File: config.mk
export PLATFORM = sky130hd
export DESIGN_NAME = clic_irq_sink
export DESIGN_NICKNAME = d
export VERILOG_FILES = /design/src/rtl/clic_irq_sink.sv
export SDC_FILE = /design/constraint.sdc
export NUM_CORES = 1
export LEC_CHECK = 0
export CORE_ASPECT_RATIO = 1.1
export CORE_MARGIN = 2
export CORE_UTILIZATION = 48
export CTS_CLUSTER_SIZE = 40
export DETAILED_ROUTE_END_ITERATION = 8
export HOLD_SLACK_MARGIN = 0.08
export PLACE_DENSITY = 0.91
export SLEW_MARGIN = 20
export SYNTH_ARGS = -nofsm -noshare
export SYNTH_HDL_FRONTEND = slang
export SYNTH_SLANG_ARGS = --single-unit
File: constraint.sdc
create_clock -name clk_i -period 13 [get_ports clk_i]
set_input_delay 2.6 -clock clk_i [delete_from_list [all_inputs] [get_ports clk_i]]
set_output_delay 2.6 -clock clk_i [all_outputs]
set_load 0.03 [all_outputs]
File: src/rtl/clic_irq_sink.sv
// Core-side receiver for the CLIC interrupt handshake: checks eligibility against hart state,
// offers an eligible interrupt as a trap request, returns the claim pulse and answers kills.
module clic_irq_sink #(
    parameter int unsigned N_SOURCE  = 256,
    parameter int unsigned PrioWidth = 8,
    parameter int unsigned ModeWidth = 2,
    parameter int unsigned VsidWidth = 6,
    parameter int unsigned CntWidth  = 16,
    localparam int unsigned SrcWidth = $clog2(N_SOURCE)
) (
    input  logic                 clk_i,
    input  logic                 rst_ni,
    input  logic                 irq_valid_i,
    output logic                 irq_ready_o,
    input  logic [SrcWidth-1:0]  irq_id_i,
    input  logic [PrioWidth-1:0] irq_level_i,
    input  logic [ModeWidth-1:0] irq_mode_i,
    input  logic                 irq_v_i,
    input  logic [VsidWidth-1:0] irq_vsid_i,
    input  logic                 irq_shv_i,
    input  logic                 irq_kill_req_i,
    output logic                 irq_kill_ack_o,
    input  logic [ModeWidth-1:0] priv_i,
    input  logic                 mie_i,
    input  logic                 sie_i,
    input  logic [PrioWidth-1:0] mil_i,
    input  logic [PrioWidth-1:0] mthresh_i,
    input  logic [PrioWidth-1:0] sil_i,
    input  logic [PrioWidth-1:0] sthresh_i,
    output logic                 trap_req_o,
    input  logic                 trap_ack_i,
    output logic [SrcWidth-1:0]  trap_id_o,
    output logic [PrioWidth-1:0] trap_level_o,
    output logic [ModeWidth-1:0] trap_mode_o,
    output logic                 trap_v_o,
    output logic [VsidWidth-1:0] trap_vsid_o,
    output logic                 trap_shv_o,
    output logic [CntWidth-1:0]  kill_cnt_o
);

    localparam logic [ModeWidth-1:0] ModeU = ModeWidth'(0);
    localparam logic [ModeWidth-1:0] ModeS = ModeWidth'(1);
    localparam logic [ModeWidth-1:0] ModeM = ModeWidth'(3);

    typedef enum logic [1:0] {
        ST_IDLE  = 2'd0,
        ST_PEND  = 2'd1,
        ST_READY = 2'd2
    } state_e;

    state_e               state_q, state_d;
    logic                 elig;
    logic                 pend_hit;
    logic                 latch_en;
    logic                 cnt_inc;
    logic [PrioWidth-1:0] m_bar;
    logic [PrioWidth-1:0] s_bar;

    // Eligibility of the live request against the current hart state
    always_comb begin
        m_bar = (mil_i > mthresh_i) ? mil_i : mthresh_i;
        s_bar = (sil_i > sthresh_i) ? sil_i : sthresh_i;
        elig  = 1'b0;
        if (irq_mode_i == ModeM) begin
            if (priv_i != ModeM) begin
                elig = 1'b1;
            end else begin
                elig = mie_i && (irq_level_i > m_bar);
            end
        end else if (irq_mode_i == ModeS) begin
            if (priv_i == ModeU) begin
                elig = 1'b1;
            end else if (priv_i == ModeS) begin
                elig = sie_i && (irq_level_i > s_bar);
            end
        end
    end

    // A pending request stays offered only while the same interrupt remains valid and eligible
    assign pend_hit = (state_q == ST_PEND) && irq_valid_i && elig && (irq_id_i == trap_id_o);

    always_ff @(posedge clk_i or negedge rst_ni) begin
        if (!rst_ni) begin
            state_q <= ST_IDLE;
        end else begin
            state_q <= state_d;
        end
    end

    always_comb begin
        state_d        = state_q;
        latch_en       = 1'b0;
        cnt_inc        = 1'b0;
        trap_req_o     = 1'b0;
        irq_kill_ack_o = 1'b0;
        case (state_q)
            ST_IDLE: begin
                if (irq_kill_req_i) begin
                    irq_kill_ack_o = 1'b1;
                end else if (irq_valid_i && elig) begin
                    latch_en = 1'b1;
                    state_d  = ST_PEND;
                end
            end
            ST_PEND: begin
                trap_req_o = pend_hit;
                // Commit wins over a simultaneous kill
                if (pend_hit && trap_ack_i) begin
                    state_d = ST_READY;
                end else if (irq_kill_req_i) begin
                    irq_kill_ack_o = 1'b1;
                    cnt_inc        = 1'b1;
                    state_d        = ST_IDLE;
                end else if (!pend_hit) begin
                    state_d = ST_IDLE;
                end
            end
            ST_READY: begin
                state_d = ST_IDLE;
            end
            default: begin
                state_d = ST_IDLE;
            end
        endcase
    end

    assign irq_ready_o = (state_q == ST_READY);

    // Trap information captured on acceptance, held until the next acceptance
    always_ff @(posedge clk_i or negedge rst_ni) begin
        if (!rst_ni) begin
            trap_id_o    <= '0;
            trap_level_o <= '0;
            trap_mode_o  <= '0;
            trap_v_o     <= 1'b0;
            trap_vsid_o  <= '0;
            trap_shv_o   <= 1'b0;
        end else if (latch_en) begin
            trap_id_o    <= irq_id_i;
            trap_level_o <= irq_level_i;
            trap_mode_o  <= irq_mode_i;
            trap_v_o     <= irq_v_i;
            trap_vsid_o  <= irq_vsid_i;
            trap_shv_o   <= irq_shv_i;
        end
    end

    // Saturating count of kills that withdrew a pending request
    always_ff @(posedge clk_i or negedge rst_ni) begin
        if (!rst_ni) begin
            kill_cnt_o <= '0;
        end else if (cnt_inc && (kill_cnt_o != {CntWidth{1'b1}})) begin
            kill_cnt_o <= kill_cnt_o + CntWidth'(1);
        end
    end

endmodule
==> results of run 1 <==
==> placed cells by master (no fill, tap or decap), drive strengths merged, types with 3 or more instances in the layout <==
| master | synthesis | final |
|---|---|---|
| a21o | 4 | 4 |
| a21oi | 7 | 7 |
| and4 | 3 | 3 |
| buf | 2 | 3 |
| clkbuf | 2 | 6 |
| clkdlybuf4s50 | 0 | 110 |
| dfrtp | 44 | 44 |
| ha | 33 | 33 |
| inv | 21 | 21 |
| mux2 | 29 | 29 |
| mux2i | 14 | 14 |
| nand2 | 11 | 11 |
| nand3 | 7 | 7 |
| nand4 | 10 | 10 |
| nor2 | 10 | 10 |
| nor2b | 6 | 6 |
| nor3 | 6 | 6 |
| nor3b | 3 | 3 |
| nor4 | 5 | 5 |
| o21ai | 10 | 10 |
| o31ai | 3 | 3 |
| xnor2 | 7 | 7 |
| xor2 | 11 | 11 |
==> per-layer routing <==
layer | track usage, % | part of all wire (%)
met1 | 28.0 | 43
met4 | 6.86 | 2.0
met5 | 0 | 0
met3 | 5.37 | 6.1
met2 | 40.2 | 49
==> where the power goes <==
part,switching [uW],total [uW],internal [uW],leakage [uW]
sequential,20.1,185,165,0.000547
combinational,112,221,109,0.00130
clock,43.2,79.8,36.6,0.0000410
==> worst register-to-register path: cells and delay by family (launching register included) <==
| family | cells | cell delay (ns) |
|---|---|---|
| AND/OR/NAND/NOR | 5 | 1.49 |
| flip-flops | 1 | 0.43 |
| XOR/XNOR | 1 | 0.18 |
| adder cells (fa/ha/maj) | 1 | 0.23 |
==> flip-flops by register name, indices dropped and copies added (netlist names) <==
signal	flops
state_q	2
trap_vsid_o	6
trap_shv_o	1
trap_id_o	8
trap_mode_o	2
trap_v_o	1
trap_level_o	8
kill_cnt_o	16
==> worst paths after layout <==
kind | startpoint | to | slack, ns | cells after the start
worst max-delay path | mthresh_i[2] | irq_kill_ack_o | 3.33 | 16
worst min-delay path | trap_mode_o[0]$_DFFE_PN0P_ | trap_mode_o[0]$_DFFE_PN0P_ | 0.48 | 1
worst max register to register | kill_cnt_o[0]$_DFFE_PN0P_ | kill_cnt_o[13]$_DFFE_PN0P_ | 10.59 | 7
worst min register to register | trap_mode_o[0]$_DFFE_PN0P_ | trap_mode_o[0]$_DFFE_PN0P_ | 0.48 | 1
max in group asynchronous | rst_ni | kill_cnt_o[0]$_DFFE_PN0P_ | 10.32 | 1
min in group asynchronous | rst_ni | kill_cnt_o[9]$_DFFE_PN0P_ | 2.29 | 1
==> metrics by stage <==
stage	setup slack (ns)	util (%)	instances
floorplan	4.31	-	272
global placement	3.51	70.4	458
detailed placement	3.34	70.4	458
CTS	3.31	71.7	465
global route	2.96	71.8	465
finish	3.33	71.8	465
==> cell type report <==
cell class	count	area (um2)
Clock buffer	6	72.6
Clock inverter	1	5.00
Fill cell	410	1650
Inverter	21	78.8
Multi-Input combinational cell	203	1720
Sequential cell	44	1100
Tap cell	77	96.3
Timing Repair Buffer	113	1120
==> logic make-up (layout without fill, tap and decap cells) <==
logic type               count (synthesis)  after routing  share of synthesized area, %
AND/OR/NAND/NOR                         70             70                          13.9
flip-flops                              44             44                          37.6
multiplexers                            43             43                          15.9
AO/OA/AOI/OAI                           39             39                          9.36
adder cells (fa/ha/maj)                 33             33                          14.1
buffers and inverters                   25            141                          3.72
XOR/XNOR                                18             18                          5.39
==> metrics, run 1 <==
Ports=112; drt first-iter violations=46; most common cell in the netlist=dfrtp_1; type of origin of the critical path=input pin; status=finished, final reports clean; drt via density=5.46; die width=78.5 um; CTS tree=yes; CTS buffer count=5; Synth Flop Type=dfrtp_1; CTS H-tree lvls=2; Netlist cell types=44; CP cell instances=clkdlybuf4s50_1 -> inv_1 -> ha_1 -> nand3_1 -> o22ai_1 -> o21bai_1 -> a22oi_1 -> mux2i_1 -> ha_1 -> and4_1 -> o311a_1 -> nand2_1 -> a311oi_1 -> buf_4 -> nor3b_1 -> clkdlybuf4s50_1; Syn Nets=372; flops & latches, synth=44; Final TNS setup=0 ns; clk_lat worst skew=0.29 ns; Worst-path clk slew=0.08 ns; RSZ-0062 raised after global routing=false; Area Growth Syn to Fin=43.3%; post-DP HPWL=5830 um; WP buf/inv=4; fin area=4190 um2; clk_skew=0.00468 ns; Die Y=85.9 um; largest net degree at the start of global routing=45; PortBufs=111; ranking of synthesized cells by area=dfrtp_1 (38%), ha_1 (14%), mux2_2 (11%), mux2i_1 (4.8%), xor2_1 (3.3%); GRT Util Overall=22.9%; CTS Root Cell=clkbuf_8; Final Hold Fails=0; Die Area=6740 um2; Slew Viols, Final=0; Pre-Repair DR Iteration Count=4; total power=485 uW; fin crit period=9.67 ns; ANT nets after route=0; LEAKAGE=0.00189 uW; max-cap check violation count=0; Critical Setup Path Class=in2out; Yosys top cell area share=37.6%; relative slew slack=32.8%; Final setup viols=0; drt drc=0; Post-synth EDFFs=0; max incr delay on CP=0.81 ns; final RePlAce weighted congestion=0.823; ratio of cells with drive above 1 in the final layout=10.8%; post-synth top area cell=dfrtp_1; final WL=7320 um; global-route wire length before repair=12,300 um; Clock Sink Count=44; synth warn=0; via count=2,538; Max Clk Rate=103 MHz; crit end category=output port; critical path fanouts, max=11; initial antenna violation count=0; post-CTS sizing=0; vias in the first global route=2,727; Power Density=116 nW/um2; clk buf depth=2; Post CTS Setup Buffer Count=0; CP required=10.40 ns; crit-path leading delay family=compound AO/OA/AOI/OAI gates; Final period util=74.3%; Cells after Synth=272; hold_ws=0.483 ns; drt wl/cell=15.7 um; placed cell areas=4110 um2; slew of the pin with the lowest slew margin=1.01 ns; fin nets=488; # diodes=0; initial core utilization=50.1%; Core Region=5840 um2; VDD IR-drop max=0.000115 V; Worst EP arrival=7.07 ns; slowest cell on the critical path=a22oi_1; Synth top cells by count=dfrtp_1 (44), ha_1 (33), mux2_2 (28); Post-synth ARST share=100%; Tightest Hold Check Type=reg2reg; Syn Area/Cell=10.8 um2; # hold bufs at CTS=0; total grt overflow=0; synthesized cell area=2930 um2; row count=29; register area share after synthesis=37.6%
Note: power is estimated with default switching activity, not from simulation.
==> run 2: changes to the inputs <==
--- a/config.mk
+++ b/config.mk
@@ -7,11 +7,11 @@
 export LEC_CHECK = 0
 export CORE_ASPECT_RATIO = 1.1
 export CORE_MARGIN = 2
-export CORE_UTILIZATION = 48
+export CORE_UTILIZATION = 40
 export CTS_CLUSTER_SIZE = 40
 export DETAILED_ROUTE_END_ITERATION = 8
 export HOLD_SLACK_MARGIN = 0.08
-export PLACE_DENSITY = 0.91
+export PLACE_DENSITY = 0.82
 export SLEW_MARGIN = 20
 export SYNTH_ARGS = -nofsm -noshare
 export SYNTH_HDL_FRONTEND = slang
==> constraint.sdc (replaced) <==
create_clock -name clk_i -period 8.6 [get_ports clk_i]
set_input_delay 1.72 -clock clk_i [delete_from_list [all_inputs] [get_ports clk_i]]
set_output_delay 1.72 -clock clk_i [all_outputs]
set_load 0.03 [all_outputs]
==> run 2 against run 1 <==
Net effect:
- setup slack worse by 2.5 ns
- power up 54%
- clock skew increased by 0.0049 ns
- largest cell class unchanged
==> metrics, run 2 (synthesis results as in run 1) <==
status=finished, final reports clean (unchanged); Biggest register=kill_cnt_o (unchanged); drt wl/cell=15.8 um (was 15.7 um); PortBufs=111 (unchanged); crit-path leading delay family=buffers and inverters (was compound AO/OA/AOI/OAI gates); slowest cell on the critical path=clkdlybuf4s50_1 (was a22oi_1); type of origin of the critical path=input pin (unchanged); CP cell instances=clkdlybuf4s50_1 -> inv_1 -> ha_1 -> nor2b_1 -> o21ai_0 -> nand2b_1 -> a21oi_1 -> o21ai_0 -> o21a_1 -> mux2i_1 -> ha_1 -> a211oi_1 -> nor2_1 -> o221ai_1 -> and4_4 -> a311oi_1 -> buf_4 -> nor3b_1 -> clkdlybuf4s50_1 (was clkdlybuf4s50_1 -> inv_1 -> ha_1 -> nand3_1 -> o22ai_1 -> o21bai_1 -> a22oi_1 -> mux2i_1 -> ha_1 -> and4_1 -> o311a_1 -> nand2_1 -> a311oi_1 -> buf_4 -> nor3b_1 -> clkdlybuf4s50_1); Die Y=93.7 um (was 85.9 um); CTS H-tree lvls=2 (unchanged); Post CTS Setup Buffer Count=0 (unchanged); CTS buffer count=5 (unchanged); initial core utilization=41.5% (was 50.1%); die width=85.6 um (was 78.5 um); max incr delay on CP=0.72 ns (was 0.81 ns); Worst EP arrival=6.01 ns (was 7.07 ns); Die Area=8020 um2 (was 6740 um2); hold path start=trap_mode_o[0]$_DFFE_PN0P_ (unchanged); flip-flop count of the largest register after layout=16 (unchanged); drt drc=0 (unchanged); CTS Root Cell=clkbuf_8 (unchanged); most common library cell in the layout ignoring fill and taps=clkdlybuf4s50_1 (unchanged); FF-to-FF path depth=7 (unchanged); final RePlAce weighted congestion=0.842 (was 0.823); initial antenna violation count=0 (unchanged); fin area=4230 um2 (was 4190 um2); clk_skew=0.00957 ns (was 0.00468 ns); Power Density=177 nW/um2 (was 116 nW/um2); crit end category=output port (unchanged); # diodes=0 (unchanged); Worst-path clk slew=0.09 ns (was 0.08 ns); CP Depth=19 (was 16); relative slew slack=44.2% (was 32.8%); Final Hold Fails=0 (unchanged); clk_lat worst skew=0.30 ns (was 0.29 ns); slew of the pin with the lowest slew margin=0.833 ns (was 1.01 ns); via count=2,527 (was 2,538); vias in the first global route=2,641 (was 2,727); Area Growth Syn to Fin=44.4% (was 43.3%); most frequent cells in the layout=clkdlybuf4s50_1 (110), dfrtp_1 (44), ha_1 (33) (unchanged); CTS tree=yes (unchanged); global-route wire length before repair=12,300 um (about the same); total power=750 uW (was 485 uW); fin crit period=7.73 ns; GRT Util Overall=19.0% (was 22.9%); flop2flop setup slack=6.22 ns (was 10.59 ns); Ports=112 (unchanged); fin nets=489 (was 488); Clock Sink Count=44 (unchanged); max-cap check violation count=0 (unchanged); hold_ws=0.484 ns (was 0.483 ns); post-CTS sizing=0 (unchanged); row count=32 (was 29); ANT nets after route=0 (unchanged); VDD IR-drop max=0.000189 V (was 0.000115 V); Max Clk Rate=129 MHz; Pre-Repair DR Iteration Count=4 (unchanged); hold-critical path depth=1 (unchanged); drt via density=5.32 (was 5.46); RSZ-0062 raised after global routing=false (unchanged); Final period util=89.9%; Critical R2R Capture=kill_cnt_o[13]$_DFFE_PN0P_ (unchanged); Tightest Hold Check Type=reg2reg (unchanged); critical path fanouts, max=11 (unchanged); Hold Path End=trap_mode_o[0]$_DFFE_PN0P_ (unchanged); clk buf depth=2 (unchanged); Final TNS setup=0 ns (unchanged); drt first-iter violations=56 (was 46); ratio of cells with drive above 1 in the final layout=11.5% (was 10.8%); CP required=6.88 ns (was 10.40 ns); placed cell areas=4130 um2 (was 4110 um2); final WL=7500 um (was 7320 um); LEAKAGE=0.00190 uW (was 0.00189 uW); total grt overflow=0 (unchanged); WP buf/inv=4 (unchanged); # hold bufs at CTS=0 (unchanged); largest net degree at the start of global routing=45 (unchanged); Critical Setup Path Class=in2out (unchanged); Fillers=596 (was 410); Largest regs=kill_cnt_o: 16 flops, trap_id_o: 8 flops, trap_level_o: 8 flops (unchanged); Slew Viols, Final=0 (unchanged); post-DP HPWL=5950 um (was 5830 um); Final setup viols=0 (unchanged); origin of the critical flop-to-flop path=kill_cnt_o[0]$_DFFE_PN0P_ (unchanged); Core Region=7050 um2 (was 5840 um2); Core Util, Final=60.0% (was 71.8%)
==> run 2: cell types whose count changed in the layout (fill, tap and decap cells not counted) <==
cell / before / now
buf_4: 3 / 4
clkbuf_1: 1 / 0
clkbuf_8: 5 / 6
clkinv_2: 1 / 2
==> run 2: worst register-to-register path, cell delays in order, from the launching register on <==
cell and delay [ns]:
dfrtp_1 0.43, ha_1 0.23, nand3_1 0.21, nor4_1 0.12
nor4_1 0.66, nand3_1 0.20, nor3b_1 0.28, xor2_1 0.17
==> run 2: area by class of cell <==
class                   count  area [um2]  area share [%]
multi-input cells         203        1720            40.6
inverters                  21        78.8            1.87
clock buffers               6        82.6            1.95
clock inverters             2        10.0           0.237
flip-flops and latches     44        1100            26.1
repair buffers            114        1130            26.8
well taps                  85         106            2.52
==> run 2: how the worst max path moves through the flow <==
stage,endpoint,slack [ns],from
floorplan,irq_kill_ack_o,1.67,mthresh_i[2]
global placement,irq_kill_ack_o,1.11,sthresh_i[1]
detailed placement,irq_kill_ack_o,0.93,sthresh_i[1]
CTS,irq_kill_ack_o,0.91,sthresh_i[1]
global route,irq_kill_ack_o,0.62,mthresh_i[2]
finish,irq_kill_ack_o,0.87,sthresh_i[1]
==> run 2: metal layers <==
metal | up-vias | global-route usage (%) | wire (um)
met3 | 12 | 5.01 | 498
met1 | 1202 | 23.4 | 3320
li1 | 1229 | - | -
met4 | 0 | 6.08 | 145
met2 | 84 | 32.6 | 3530
met5 | - | 0 | 0
==> run 2: power by group <==
part           leakage, uW  switching [uW]  internal, uW
clock network    0.0000510            71.2          64.2
logic              0.00131             170           165
registers         0.000547            30.2           249
total              0.00190             272           478
==> run 2: through the flow <==
step,setup WS (ns),std cells
finish,0.869,475
CTS,0.914,475
global placement,1.11,467
floorplan,1.67,272
detailed placement,0.935,467
global route,0.624,475
